`config.mk`:
```
export PLATFORM = sky130hd
export DESIGN_NAME = uart_tx_core_flat
export DESIGN_NICKNAME = d
export VERILOG_FILES = /design/src/rtl/uart_tx_core_if.sv /design/src/rtl/uart_tx_core.sv /design/src/flat_wrapper.sv
export SDC_FILE = /design/constraint.sdc
export NUM_CORES = 1
export LEC_CHECK = 0
export BUFFER_PORTS_ARGS = -buffer_cell sky130_fd_sc_hd__buf_2
export CAP_MARGIN = 20
export CELL_PAD_IN_SITES_DETAIL_PLACEMENT = 1
export CELL_PAD_IN_SITES_GLOBAL_PLACEMENT = 1
export CORE_ASPECT_RATIO = 2
export CORE_MARGIN = 10
export CORE_UTILIZATION = 41
export DETAILED_ROUTE_END_ITERATION = 10
export PLACE_DENSITY = 0.81
export SYNTH_ARGS = -nofsm -noshare
export SYNTH_HDL_FRONTEND = slang
export SYNTH_SLANG_ARGS = --single-unit
```
`constraint.sdc`:
```
create_clock -name Clk -period 1.8 [get_ports Clk]
set_input_delay 0.36 -clock Clk [delete_from_list [all_inputs] [get_ports Clk]]
set_output_delay 0.36 -clock Clk [all_outputs]
set_load 0.05 [all_outputs]
```
`src/rtl/uart_tx_core_if.sv`:
```
// rtl/uart_tx_core_if.sv - byte handshake between upstream producer and uart_tx_core
interface uart_tx_core_if;
    logic [7:0] i_Data;
    logic       i_Valid;
    logic       o_Ready;

    modport master (output i_Data, output i_Valid, input o_Ready);
    modport slave  (input i_Data, input i_Valid, output o_Ready);
endinterface

```
`src/rtl/uart_tx_core.sv`:
```
// rtl/uart_tx_core.sv - 8N1 UART transmitter, one byte per valid/ready handshake
module uart_tx_core #(
    parameter int CLK_FREQ     = 50_000_000,
    parameter int BAUD         = 115200,
    parameter int CLKS_PER_BIT = CLK_FREQ / BAUD
) (
    input  logic           Clk,
    input  logic           Rst,
    uart_tx_core_if.slave  s,
    output logic           o_Tx,
    output logic           o_Busy,
    output logic           o_Done
);
    localparam int CW = (CLKS_PER_BIT > 1) ? $clog2(CLKS_PER_BIT) : 1;
    localparam logic [CW-1:0] BAUD_LAST = CW'(CLKS_PER_BIT - 1);

    generate
        if (CLKS_PER_BIT < 2) begin : g_bad_cpb
            $error("uart_tx_core: CLKS_PER_BIT must be >= 2");
        end
    endgenerate

    typedef enum logic [1:0] {IDLE, START, DATA, STOP} state_t;

    state_t        state_q, state_d;
    logic [CW-1:0] baud_q, baud_d;
    logic [2:0]    bit_idx_q, bit_idx_d;
    logic [7:0]    shift_q, shift_d;
    logic          tx_q, tx_d;
    logic          done_q, done_d;
    logic          bit_end;

    assign bit_end = (baud_q == BAUD_LAST);

    // tx_d always carries the line level for the state being entered, so o_Tx is a pure flop output
    always_comb begin
        state_d   = state_q;
        baud_d    = baud_q;
        bit_idx_d = bit_idx_q;
        shift_d   = shift_q;
        tx_d      = tx_q;
        done_d    = 1'b0;
        case (state_q)
            IDLE: begin
                tx_d = 1'b1;
                if (s.i_Valid) begin
                    state_d = START;
                    baud_d  = '0;
                    shift_d = s.i_Data;
                    tx_d    = 1'b0;
                end
            end
            START: begin
                if (bit_end) begin
                    state_d   = DATA;
                    baud_d    = '0;
                    bit_idx_d = 3'd0;
                    tx_d      = shift_q[0];
                end else begin
                    baud_d = baud_q + 1'b1;
                end
            end
            DATA: begin
                if (bit_end) begin
                    baud_d  = '0;
                    shift_d = {1'b0, shift_q[7:1]};
                    if (bit_idx_q == 3'd7) begin
                        state_d = STOP;
                        tx_d    = 1'b1;
                    end else begin
                        bit_idx_d = bit_idx_q + 3'd1;
                        tx_d      = shift_q[1];
                    end
                end else begin
                    baud_d = baud_q + 1'b1;
                end
            end
            STOP: begin
                tx_d = 1'b1;
                if (bit_end) begin
                    state_d = IDLE;
                    baud_d  = '0;
                    done_d  = 1'b1;
                end else begin
                    baud_d = baud_q + 1'b1;
                end
            end
            default: begin
                state_d = IDLE;
                tx_d    = 1'b1;
            end
        endcase
    end

    always_ff @(posedge Clk or negedge Rst) begin
        if (!Rst) begin
            state_q   <= IDLE;
            baud_q    <= '0;
            bit_idx_q <= 3'd0;
            shift_q   <= 8'd0;
            tx_q      <= 1'b1;
            done_q    <= 1'b0;
        end else begin
            state_q   <= state_d;
            baud_q    <= baud_d;
            bit_idx_q <= bit_idx_d;
            shift_q   <= shift_d;
            tx_q      <= tx_d;
            done_q    <= done_d;
        end
    end

    assign s.o_Ready = (state_q == IDLE);
    assign o_Busy    = (state_q != IDLE);
    assign o_Tx      = tx_q;
    assign o_Done    = done_q;
endmodule
```
`src/flat_wrapper.sv`:
```
// flat-port wrapper written by rule: the top's interface ports become plain ports
module uart_tx_core_flat 
#(
    parameter int CLK_FREQ     = 50_000_000,
    parameter int BAUD         = 115200,
    parameter int CLKS_PER_BIT = CLK_FREQ / BAUD
)
  (Clk, Rst, o_Tx, o_Busy, o_Done, s_i_Data, s_i_Valid, s_o_Ready);
  uart_tx_core_if s_i ();
  input  logic Clk;
  input  logic Rst;
  output logic o_Tx;
  output logic o_Busy;
  output logic o_Done;
  input wire logic [$bits(s_i.i_Data)-1:0] s_i_Data;
  input wire logic [$bits(s_i.i_Valid)-1:0] s_i_Valid;
  output wire logic [$bits(s_i.o_Ready)-1:0] s_o_Ready;
  assign s_i.i_Data = s_i_Data;
  assign s_i.i_Valid = s_i_Valid;
  assign s_o_Ready = s_i.o_Ready;
  uart_tx_core #(.CLK_FREQ(CLK_FREQ), .BAUD(BAUD), .CLKS_PER_BIT(CLKS_PER_BIT)) u_core (.Clk(Clk), .Rst(Rst), .s(s_i), .o_Tx(o_Tx), .o_Busy(o_Busy), .o_Done(o_Done));
endmodule
```
==> impl_results.md, run 1 <==
* Pwr Density at 1780 mW/mm^2
* Area growth syn-to-layout at 26.0%
* Final setup TNS at -0.228 ns
* Slew Limit Fails at 0
* RSZ-0062 raised after global routing: yes
* Synth warnings at 0
* Worst path slowest cell: dfrtp_1
* Top Layer Used: met4
* DR pass1 iterations at 4
* Leak at 0.797 nW
* Core area at 0.00334 sq mm
* Vias per inst at 6.14
* Setup CP Type: flip-flop to flip-flop
* Status: complete, but fails checks
* Yosys reg bits at 24
* Hold slack at roughly 0.064 ns
* CP arrival at about 2 ns
* Final wirelength at between 4 and 5 mm
* Fmax at 0.545 GHz
* Met3 WL at 104 um
* Setup ws final at -0.0342 ns
* Hold Path Class: input port to asynchronous set/reset pin
* Reg power frac at 0.284
* CP max stage delay at 0.40 ns
* Sw power at 1.28 mW
* IO Pins at 15
* Post-route minimum period at 1.83 ns
* Storage element area at 602 sq um
* Met2 Wirelength at 2.60 mm
* Clock root cell: clkbuf_8
* Largest area contributor in the netlist: dfrtp_1
* Slew @ Worst Pin at 0.574 ns
* GRT Residual Overflow at 0
* Placer congestion estimate at 0.865
* CTS Sinks at 24
* Vias in the first global route at 1379
* Critical path startpoint category: flip-flop
* Top post-synthesis cells by area: dfrtp_1 (41%), mux2_2 (11%), ha_1 (7.1%), a22o_1 (3.7%), a21oi_1 (2.9%)
* Relative max-transition margin at 0.617
* Post-route insts no fill at a little under 200
* Post-synth EDFFs at 0
* Critical Path Fanout Max at 9
* Clock buffer count from CTS at 3
* R2R Path End: u_core.shift_q[1]
* Wire length per cell at approximately 22 um
* Fill count at 354
* Die H at around 100 um
* Final net count at 181
* Via Count at between 1000 and 1500
* Die Footprint at 0.00630 sq mm
* CTS clk-pin slew, worst paths at about 0.090 ns
* CTS tree: done
* Top-area cell type share of the netlist area at 0.410
* Residual DRC at 0
* CTS Hold Bufs at 0
* Max-capacitance violation count at 0
* Skew final at 0.00650 ns
* DRT iter0 DRCs at 18
* Clock power frac at 0.155
* Cell Rows at 30
* Mean Syn Cell Area at 10.6 sq um
* Antenna violations before repair at 0
* Max VDD drop at 1.08 mV
* Final Hold Vio Count at 0
* Violated checks: negative setup slack
* Layout cells sized above 1 at 0.404
* Diode count at 0
* Worst r2r path cells at 7
* Final core utilization at 0.529
* Count of final setup violators at 8
* Internal Power at 1.87 mW
* Main synth FF type: dfrtp_1
* R2r startpoint: u_core.baud_q[1]
* # port buffers at 14
* Clock Latency Late Sink at 0.28 ns
* Worst setup EP type: flip-flop
* Cell Chain, Critical Path: inv_2, ha_4, and4b_2, nand2_4, a211oi_4, buf_12, mux2_2
* Wire length on met1 at 1.42 mm
* Fin crit share at 1.02
* CTS Buffer Depth at 2
* Reg2Reg Setup Slack at -0.03 ns
* CP required at 1.97 ns
* Post-DP HPWL at 3.08 mm
* Placed cells at 188
* Tot GR Track Use at 0.139
* CTS H-Tree Depth at 1
* Post-synth ARST share at 1.00
* Syn Std Cell Area at 0.00140 sq mm
* First-pass GRT wire length at 6.63 mm
* Syn Inst Count at ~130
* Syn nets at 151
* Logic gate share of total power at 0.561
* Synth unique cells at 39
* Initial core utilization at 0.420
* Pin count of the biggest net entering global routing at 25
* Area occupied by multi-input gates at 815 sq um
* Die width at 61.4 um
* Register area share after synthesis at 0.429
* Switch share at 0.406
* Antenna viol nets, final at 0
per-stage QoR:
step / area (sq um) / setup slack [ns] / total power, mW
2_1_floorplan: 1430 / -0.0664 / 1.94
3_3_place_gp: 1640 / -0.0195 / 2.40
3_5_place_dp: 1640 / -0.0650 / 2.51
4_1_cts: 1720 / -0.0324 / 3.04
5_1_grt: 1770 / -0.104 / 3.34
6_report: 1770 / -0.0342 / 3.15
logic make-up (layout without fill, tap and decap cells):
| kind of cell | after synthesis | in the layout | synth area share |
|---|---|---|---|
| xor+xnor | 2 | 2 | 0.0125 |
| mux | 14 | 14 | 0.112 |
| buf+inv | 12 | 41 | 0.0375 |
| simple gates | 34 | 34 | 0.146 |
| flops | 24 | 24 | 0.429 |
| compound gates | 38 | 38 | 0.191 |
| fa+ha+maj | 8 | 8 | 0.0714 |
critical path: cells and delay by family, from the launching register on:
kind            cells  cell delay (ns)
compound gates      1             0.26
fa+ha+maj           1             0.13
buf+inv             2             0.26
flops               1             0.40
mux                 1             0.33
simple gates        2             0.34
registers in the layout, indices dropped and copies added, names as in the netlist:
name              count
u_core.shift_q        8
u_core.baud_q         9
u_core.state_q        2
u_core.bit_idx_q      3
u_core.o_Done         1
u_core.o_Tx           1
timing repair:
item                                    in CTS  in global routing
pin swaps                                    2                  0
gates resized for setup                      4                  7
buffers inserted                             0                  1
endpoints found under the setup margin      11                 11
gates cloned                                 0                  0
layout make-up:
class                   instances  share of cell area
inverters                       6              0.0149
clock inverters                 1              0.0170
flip-flops and latches         24               0.340
clock buffers                   3              0.0234
repair buffers                 31               0.121
well taps                      32              0.0226
multi-input cells              96               0.461
layer usage:
layer,up-vias,track usage
met2,18,0.292
met1,614,0.115
met4,0,0.0502
met3,7,0.0234
li1,546,-
met5,-,0
synth_stat cells, drive strengths merged (2+ instances only):
cell     n
buf      4
nand4b   2
and3     2
and2     2
ha       8
o211ai   2
clkbuf   2
o22ai    2
nand2    8
nand4    2
inv      6
dfrtp   23
nand2b   3
a21oi    9
nor3     3
nor2     6
o21ai    7
a31oi    4
mux2    14
a22o     6
xnor2    2
nand3    2
how the worst max path moves through the flow:
stage,from,endpoint,slack (ns),cells after the start
final,u_core.baud_q[1],u_core.shift_q[1],-0.03,7
after global routing,u_core.baud_q[1],u_core.shift_q[0],-0.10,7
after CTS,u_core.baud_q[1],u_core.shift_q[4],-0.03,7
after detailed placement,u_core.baud_q[1],u_core.shift_q[4],-0.06,7
after global placement,u_core.baud_q[0],u_core.state_q[1],-0.02,6
after floorplan,u_core.baud_q[1],u_core.shift_q[0],-0.07,7
power by group through the flow:
stage               Combinational [mW]  Clock (mW)  Sequential, mW
floorplan                         1.05           0           0.888
global placement                  1.54           0           0.862
detailed placement                1.63           0           0.879
CTS                               1.67       0.502           0.871
global route                      1.91       0.518           0.914
finish                            1.77       0.490           0.894
cells in the final DEF, fill, tap and decap left out, types with 3 or more instances in the layout:
master	instances
a21oi_1	7
a22o_1	6
a31oi_1	4
buf_2	14
buf_4	15
clkbuf_8	3
dfrtp_1	23
ha_1	5
ha_4	3
inv_2	3
mux2_2	13
nand2_1	7
nand2b_1	3
nor2_1	5
nor3_1	3
o21ai_0	7
(Power assumes the default switching activity.)
==> run 2: changes to the inputs <==
Settings changed: ABC_AREA set to 1, CORE_UTILIZATION 41 to 39, MAX_ROUTING_LAYER set to met4.
==> run 2 against run 1 <==
Net effect: utilization is 8.3 points lower; the flow now finishes without violations; worst hold slack better by 0.0020 ns; power is 22% lower; global-route usage is 3.0 points lower; first-iteration DRC count is 50% higher; sequential cell count stayed put; critical endpoint is now o_Busy.
==> impl_results.md, run 2 <==
* Status: finished, final reports clean
* Antenna violations before repair at 0 (unchanged)
* CTS H-Tree Depth at 1 (unchanged)
* First-pass GRT wire length at 5.26 mm (-21%)
* Cell Rows at 30 (unchanged)
* DRT iter0 DRCs at 27 (+9)
* Vias in the first global route at 1215 (-12%)
* CTS tree: done
* Placed cells at 201 (+6.9%)
* Synth unique cells at 26 (-33%)
* Fill count at 409 (+16%)
* Largest area contributor in the netlist: dfrtp_1
* Max VDD drop at 0.799 mV (-26%)
* Core area at 0.00338 sq mm (+1.1%)
* Biggest register: u_core.baud_q
* Worst r2r path cells at 8 (+1)
* Pwr Density at 1630 mW/mm^2 (-8.3%)
* Max-capacitance violation count at 0 (unchanged)
* Final net count at 193 (+6.6%)
* Post-synth ARST share at 1.00 (unchanged)
* Main synth FF type: dfrtp_1
* CTS clk-pin slew, worst paths at 0.09 ns (about the same)
* Post-synth EDFFs at 0 (unchanged)
* Tot GR Track Use at 0.109 (-0.0300)
* Reg power frac at 0.346 (+0.062)
* Placer congestion estimate at 0.824 (-4.7%)
* Syn nets at 175 (+16%)
* CTS Hold Bufs at 0 (unchanged)
* Final Hold Vio Count at 0 (unchanged)
* Skew final at 0.00434 ns (-0.00217 ns)
* Post-route minimum period at 1.72 ns (-0.119 ns)
* Switch share at 0.466 (+0.0603)
* Post-route insts no fill at 205 (+6.2%)
* Final setup TNS at 0 ns (+0.228 ns)
* Worst setup EP type: primary output
* CP required at 1.44 ns (-0.53 ns)
* Clock power frac at 0.138 (-0.017)
* Reg2Reg Setup Slack at 0.21 ns (+0.24 ns)
* Sw power at 1.15 mW (-10%)
* Internal Power at 1.32 mW (-30%)
* Max FFs per register at 9 (unchanged)
* Die width at 61.8 um (+0.65%)
* Post-CTS Setup Inserts at 0 (unchanged)
* Relative max-transition margin at 0.621 (+0.00390)
* CTS Sinks at 24 (unchanged)
* Top-count cell post-synth: nand2_1
* DR pass1 iterations at 4 (unchanged)
* Yosys reg bits at 24 (unchanged)
* RSZ-0062 raised after global routing: no
* Clock buffer count from CTS at 3 (unchanged)
* Mean Syn Cell Area at 8.72 sq um (-18%)
* Commonest cells post-synth: nand2_1 (39), dfrtp_1 (23), inv_1 (17)
* R2R Path End: u_core.shift_q[4]
* Critical path startpoint category: flip-flop
* GRT Residual Overflow at 0 (unchanged)
* Syn Inst Count at 156 (+18%)
* Commonest non-fill, non-tap cells in the layout: nand2_1 (39), dfrtp_1 (23), inv_1 (17)
* Diode count at 0 (unchanged)
* Fin crit share at 0.953 (-0.0660)
* Antenna viol nets, final at 0 (unchanged)
* Post-DP HPWL at 2.49 mm (-19%)
* Count of final setup violators at 0 (-8)
* R2r startpoint: u_core.state_q[1]
* Residual DRC at 0 (unchanged)
* Pin count of the biggest net entering global routing at 25 (unchanged)
* # port buffers at 14 (unchanged)
* Most common cell after layout, fill and taps aside: nand2_1
* Area growth syn-to-layout at 10.9%
* Critical Path Fanout Max at 5 (-4)
* Top-area cell type share of the netlist area at 0.423 (+0.0128)
* IO Pins at 15 (unchanged)
* Hold Path Class: input port to asynchronous set/reset pin
* Die Footprint at 0.00639 sq mm (+1.4%)
* CTS Buffer Depth at 2 (unchanged)
* Wire length per cell at 15.1 um (-31%)
* Top post-synthesis cells by area: dfrtp_1 (42%), nand2_1 (11%), ha_1 (7.4%), o21ai_2 (5.2%), inv_1 (4.7%)
* Clock Latency Late Sink at 0.27 ns (about the same)
* Setup CP Type: flip-flop to primary output
* Worst setup path endpoint: o_Busy
* Vias per inst at 5.37 (-13%)
* Fmax at 0.583 GHz (+6.9%)
* Die H at 104 um (+0.78%)
* Register area share after synthesis at 0.443 (+0.0134)
* Final wirelength at 3.09 mm (-27%)
* Syn Std Cell Area at 0.00136 sq mm (-3.0%)
* Logic gate share of total power at 0.517 (-0.044)
* Slew Limit Fails at 0 (unchanged)
* CP Launch Point: u_core.state_q[0]
* Clock root cell: clkbuf_8
* CP arrival at 1.36 ns (-0.64 ns)
* Registers with the most flip-flops: u_core.baud_q x9, u_core.shift_q x8, u_core.bit_idx_q x3
* Layout cells sized above 1 at 0.231 (-0.173)
* Synth warnings at 0 (unchanged)
* Slew @ Worst Pin at 0.568 ns (-0.00584 ns)
* Initial core utilization at 0.403 (-0.0173)
* Leak at 0.768 nW (-3.7%)
* Via Count at 1101 (-7.1%)
-- run 2: what timing repair did --
item | 4_1_cts | 5_1_grt
endpoints found under the setup margin | 0 | 2
endpoints found under the hold margin | 0 | 0
gates resized for setup | 0 | 1
-- run 2: how the worst min path moves through the flow --
stage / to / slack (ns) / cells after the start
floorplan: u_core.baud_q[0] / 0.06 / 0
global placement: u_core.baud_q[4] / 0.37 / 1
detailed placement: u_core.baud_q[4] / 0.38 / 1
CTS: u_core.baud_q[4] / 0.08 / 1
global route: u_core.baud_q[4] / 0.09 / 1
finish: u_core.baud_q[4] / 0.07 / 1
-- run 2: per-layer routing --
metal	routed length [um]	track usage	up-vias
met5	0	-	-
met4	115	0.0707	0
met3	122	0.0220	10
met2	1660	0.174	21
met1	1190	0.112	532
li1	-	-	538
-- run 2: final cells by class --
type	instances	area, sq um	share of cell area
clock buffer	4	45.0	0.0299
inverter	20	75.1	0.0498
multi-input combinational	110	667	0.442
sequential	24	602	0.399
tap	32	40.0	0.0265
timing repair buffer	15	80.1	0.0531
-- run 2: cell families after synthesis --
family,count (synthesis),synth area share
and+or+nand+nor,70,0.236
DFF,24,0.443
AOI/OAI and AO/OA,23,0.115
buffers and inverters,22,0.0690
adders and majority gates,8,0.0736
muxes,6,0.0442
xor gates and xnor gates,3,0.0193
-- run 2: critical path, cell delays in order, from the launching register on --
cell	delay, ns
dfrtp_1	0.42
inv_1	0.08
ha_2	0.23
inv_2	0.11
clkbuf_4	0.24
-- run 2: power by group through the flow --
stage               clock (mW)  combinational [mW]  sequential [mW]
global route             0.371                1.44            0.869
floorplan                    0                1.02            0.871
global placement             0                1.23            0.848
finish                   0.340                1.27            0.852
detailed placement           0                1.29            0.864
CTS                      0.347                1.30            0.853
-- run 2: metrics by stage --
step,area (sq um),worst slack (ns),util,power [mW],hold slack (ns)
after floorplan,1360,0.0191,-,1.89,0.0644
final,1510,0.0846,0.447,2.47,0.0656
after global routing,1510,0.00624,0.447,2.68,0.0920
after global placement,1460,0.204,0.433,2.08,0.373
after CTS,1510,0.0416,0.446,2.50,0.0760
after detailed placement,1460,0.170,0.433,2.16,0.381
==> run 3: changes to the inputs <==
Settings changed: ABC_AREA 1 to unset, CORE_MARGIN 10 to unset, CORE_UTILIZATION 39 to 41.
==> run 3 against run 2 <==
Net effect: the flow now finishes with violations (negative setup slack); register-to-register slack worse by 0.22 ns; global-route usage up 13 points; maximum frequency down 5.5%; sequential share of layout area down 5.7 points; count of clock-buffer cells in the layout unchanged; worst hold slack better by 0.0016 ns; worst setup slack worse by 0.099 ns; critical path type is now flip-flop to flip-flop; largest cell class unchanged.
==> impl_results.md, run 3 (synthesis results as in run 1) <==
* Relative max-transition margin at 0.628 (+0.00711)
* Registers with the most flip-flops: u_core.baud_q x9, u_core.shift_q x8, u_core.bit_idx_q x3
* Fin crit share at 1.01 (+0.0552)
* Commonest non-fill, non-tap cells in the layout: dfrtp_1 (23), buf_4 (17), buf_2 (13)
* # port buffers at 14 (unchanged)
* Max FFs per register at 9 (unchanged)
* Final core utilization at 0.545 (+0.0981)
* Max-capacitance violation count at 0 (unchanged)
* Critical path startpoint category: flip-flop
* CTS clk-pin slew, worst paths at 0.09 ns (about the same)
* Top Layer Used: met4
* Final wirelength at 3.89 mm (+26%)
* Initial core utilization at 0.434 (+0.0317)
* CTS Hold Bufs at 0 (unchanged)
* Antenna viol nets, final at 0 (unchanged)
* Final Hold Vio Count at 0 (unchanged)
* Sw power at 1.26 mW (+9.8%)
* Post-route insts no fill at 194 (-5.4%)
* First-pass GRT wire length at 6.39 mm (+22%)
* Biggest register: u_core.baud_q
* Critical Path Fanout Max at 5 (unchanged)
* CTS tree: done
* Clock buffer count from CTS at 3 (unchanged)
* Cell Rows at 29 (-3.3%)
* Antenna violations before repair at 0 (unchanged)
* Residual DRC at 0 (unchanged)
* Fill count at 354 (-13%)
* Logic gate share of total power at 0.596 (+0.079)
* Placed Area at 0.00163 sq mm (+11%)
* IO Pins at 15 (unchanged)
* Design area at 0.00176 sq mm (+17%)
* Wire length on met1 at 1.33 mm (+12%)
* CP arrival at 1.97 ns (+0.61 ns)
* DR pass1 iterations at 3 (-1)
* Reg power frac at 0.282 (-0.064)
* Leak at 0.806 nW (+5.0%)
* CP required at 1.96 ns (+0.52 ns)
* CTS Sinks at 24 (unchanged)
* Most common cell after layout, fill and taps aside: dfrtp_1
* Pwr Density at 1760 mW/mm^2 (+7.9%)
* DRT iter0 DRCs at 22 (-19%)
* Tot GR Track Use at 0.241 (+0.132)
* RSZ-0062 raised after global routing: yes
* Fmax at 0.551 GHz (-5.5%)
* Met3 WL at 53 um (-57%)
* Wire length per cell at 20.0 um (+33%)
* Clock power frac at 0.122 (-0.016)
* Post-route minimum period at 1.81 ns (+0.0994 ns)
* CTS H-Tree Depth at 1 (unchanged)
* Setup ws final at -0.0148 ns (-0.0994 ns)
* Clock Latency Late Sink at 0.27 ns (about the same)
* Max VDD drop at 1.09 mV (+36%)
* CTS Buffer Depth at 2 (unchanged)
* Skew final at 0.00329 ns (-0.00105 ns)
* Pin count of the biggest net entering global routing at 25 (unchanged)
* Placer congestion estimate at 0.871 (+5.7%)
* Worst setup EP type: flip-flop
* Vias in the first global route at 1345 (+11%)
* Hold slack at 0.0672 ns (+0.00157 ns)
* Internal Power at 1.84 mW (+40%)
* Die width at 43.4 um (-30%)
* Status: complete, but fails checks
* Slew Limit Fails at 0 (unchanged)
* Hold Path Class: input port to asynchronous set/reset pin
* Violated checks: negative setup slack
* Met2 Wirelength at 2.42 mm (+46%)
* Vias per inst at 6.01 (+12%)
* Die H at 84.7 um (-18%)
* Slew @ Worst Pin at 0.558 ns (-0.0107 ns)
* Core area at 0.00323 sq mm (-4.4%)
* Switch share at 0.407 (-0.0591)
* Layout cells sized above 1 at 0.405 (+0.174)
* Diode count at 0 (unchanged)
* GRT Residual Overflow at 0 (unchanged)
* Via Count at 1166 (+5.9%)
* Post-DP HPWL at 2.90 mm (+17%)
* Final net count at 183 (-5.2%)
* Die Footprint at 0.00367 sq mm (-43%)
* Count of final setup violators at 5 (+5)
* Setup CP Type: flip-flop to flip-flop
* Clock root cell: clkbuf_8
* Area growth syn-to-layout at 25.4%
* Final setup TNS at -0.0525 ns (-0.0525 ns)
* Placed cells at 186 (-7.5%)
## run 3: cell types whose count changed in the layout (fill, tap and decap cells not counted), moves of 4 or more
cell and delta:
inv_1 -15, a21oi_1 +4, o21ai_2 -8, a22o_1 +6, nand2_2 -5, nor2_1 -4
buf_4 +16, o21ai_0 +4, nand3_1 -8, nand2_1 -32, mux2_2 +11, mux2i_1 -6
## run 3: final cells by class
type / instances / area [sq um] / share of cell area
Inverter: 6 / 26.3 / 0.0149
Timing Repair Buffer: 33 / 235 / 0.134
Multi-Input combinational cell: 96 / 802 / 0.456
Sequential cell: 24 / 602 / 0.342
Clock buffer: 4 / 55.1 / 0.0313
Tap cell: 31 / 38.8 / 0.0220
## run 3: power by group through the flow
stage / registers (mW) / logic, mW / clock network [mW]
5_1_grt: 0.896 / 1.99 / 0.402
4_1_cts: 0.869 / 1.73 / 0.382
2_1_floorplan: 0.888 / 1.05 / 0
3_3_place_gp: 0.856 / 1.51 / 0
6_report: 0.874 / 1.85 / 0.378
3_5_place_dp: 0.873 / 1.61 / 0
## run 3: worst paths after layout
| path | startpoint | to | slack (ns) | cells after the start |
|---|---|---|---|---|
| min in group Clk | s_i_Data[7] | u_core.shift_q[7] | 0.36 | 3 |
| setup reg to reg | u_core.baud_q[1] | u_core.shift_q[6] | -0.01 | 7 |
| hold / removal | Rst | u_core.baud_q[8] | 0.07 | 1 |
| hold reg to reg | u_core.shift_q[4] | u_core.shift_q[4] | 0.53 | 1 |
| setup / recovery | u_core.baud_q[1] | u_core.shift_q[6] | -0.01 | 7 |
| max in group asynchronous | Rst | u_core.o_Tx | 1.36 | 1 |
## run 3: repair_timing
action	CTS	global route
setup endpoints to repair	13	11
pin swaps	3	2
setup buffers	1	3
resized for setup	8	5
## run 3: layer usage
| metal | vias up | global-route usage |
|---|---|---|
| met2 | 16 | 0.468 |
| met5 | - | - |
| li1 | 550 | - |
| met4 | 0 | 0.0966 |
| met1 | 592 | 0.225 |
| met3 | 8 | 0.0194 |
## run 3: worst max-delay path, cell delays in order, from the launching register on
cell      delay [ns]
dfrtp_1         0.40
inv_2           0.09
ha_4            0.13
and4b_2         0.29
nand2_4         0.07
a211oi_4        0.24
buf_6           0.15
mux2_2          0.33
## run 3: metrics by stage
stage / setup slack [ns] / total power [mW]
after floorplan: -0.0664 / 1.94
after global placement: 0.0355 / 2.37
after detailed placement: -0.0572 / 2.49
after CTS: -0.0132 / 2.98
after global routing: -0.0759 / 3.29
final: -0.0148 / 3.10
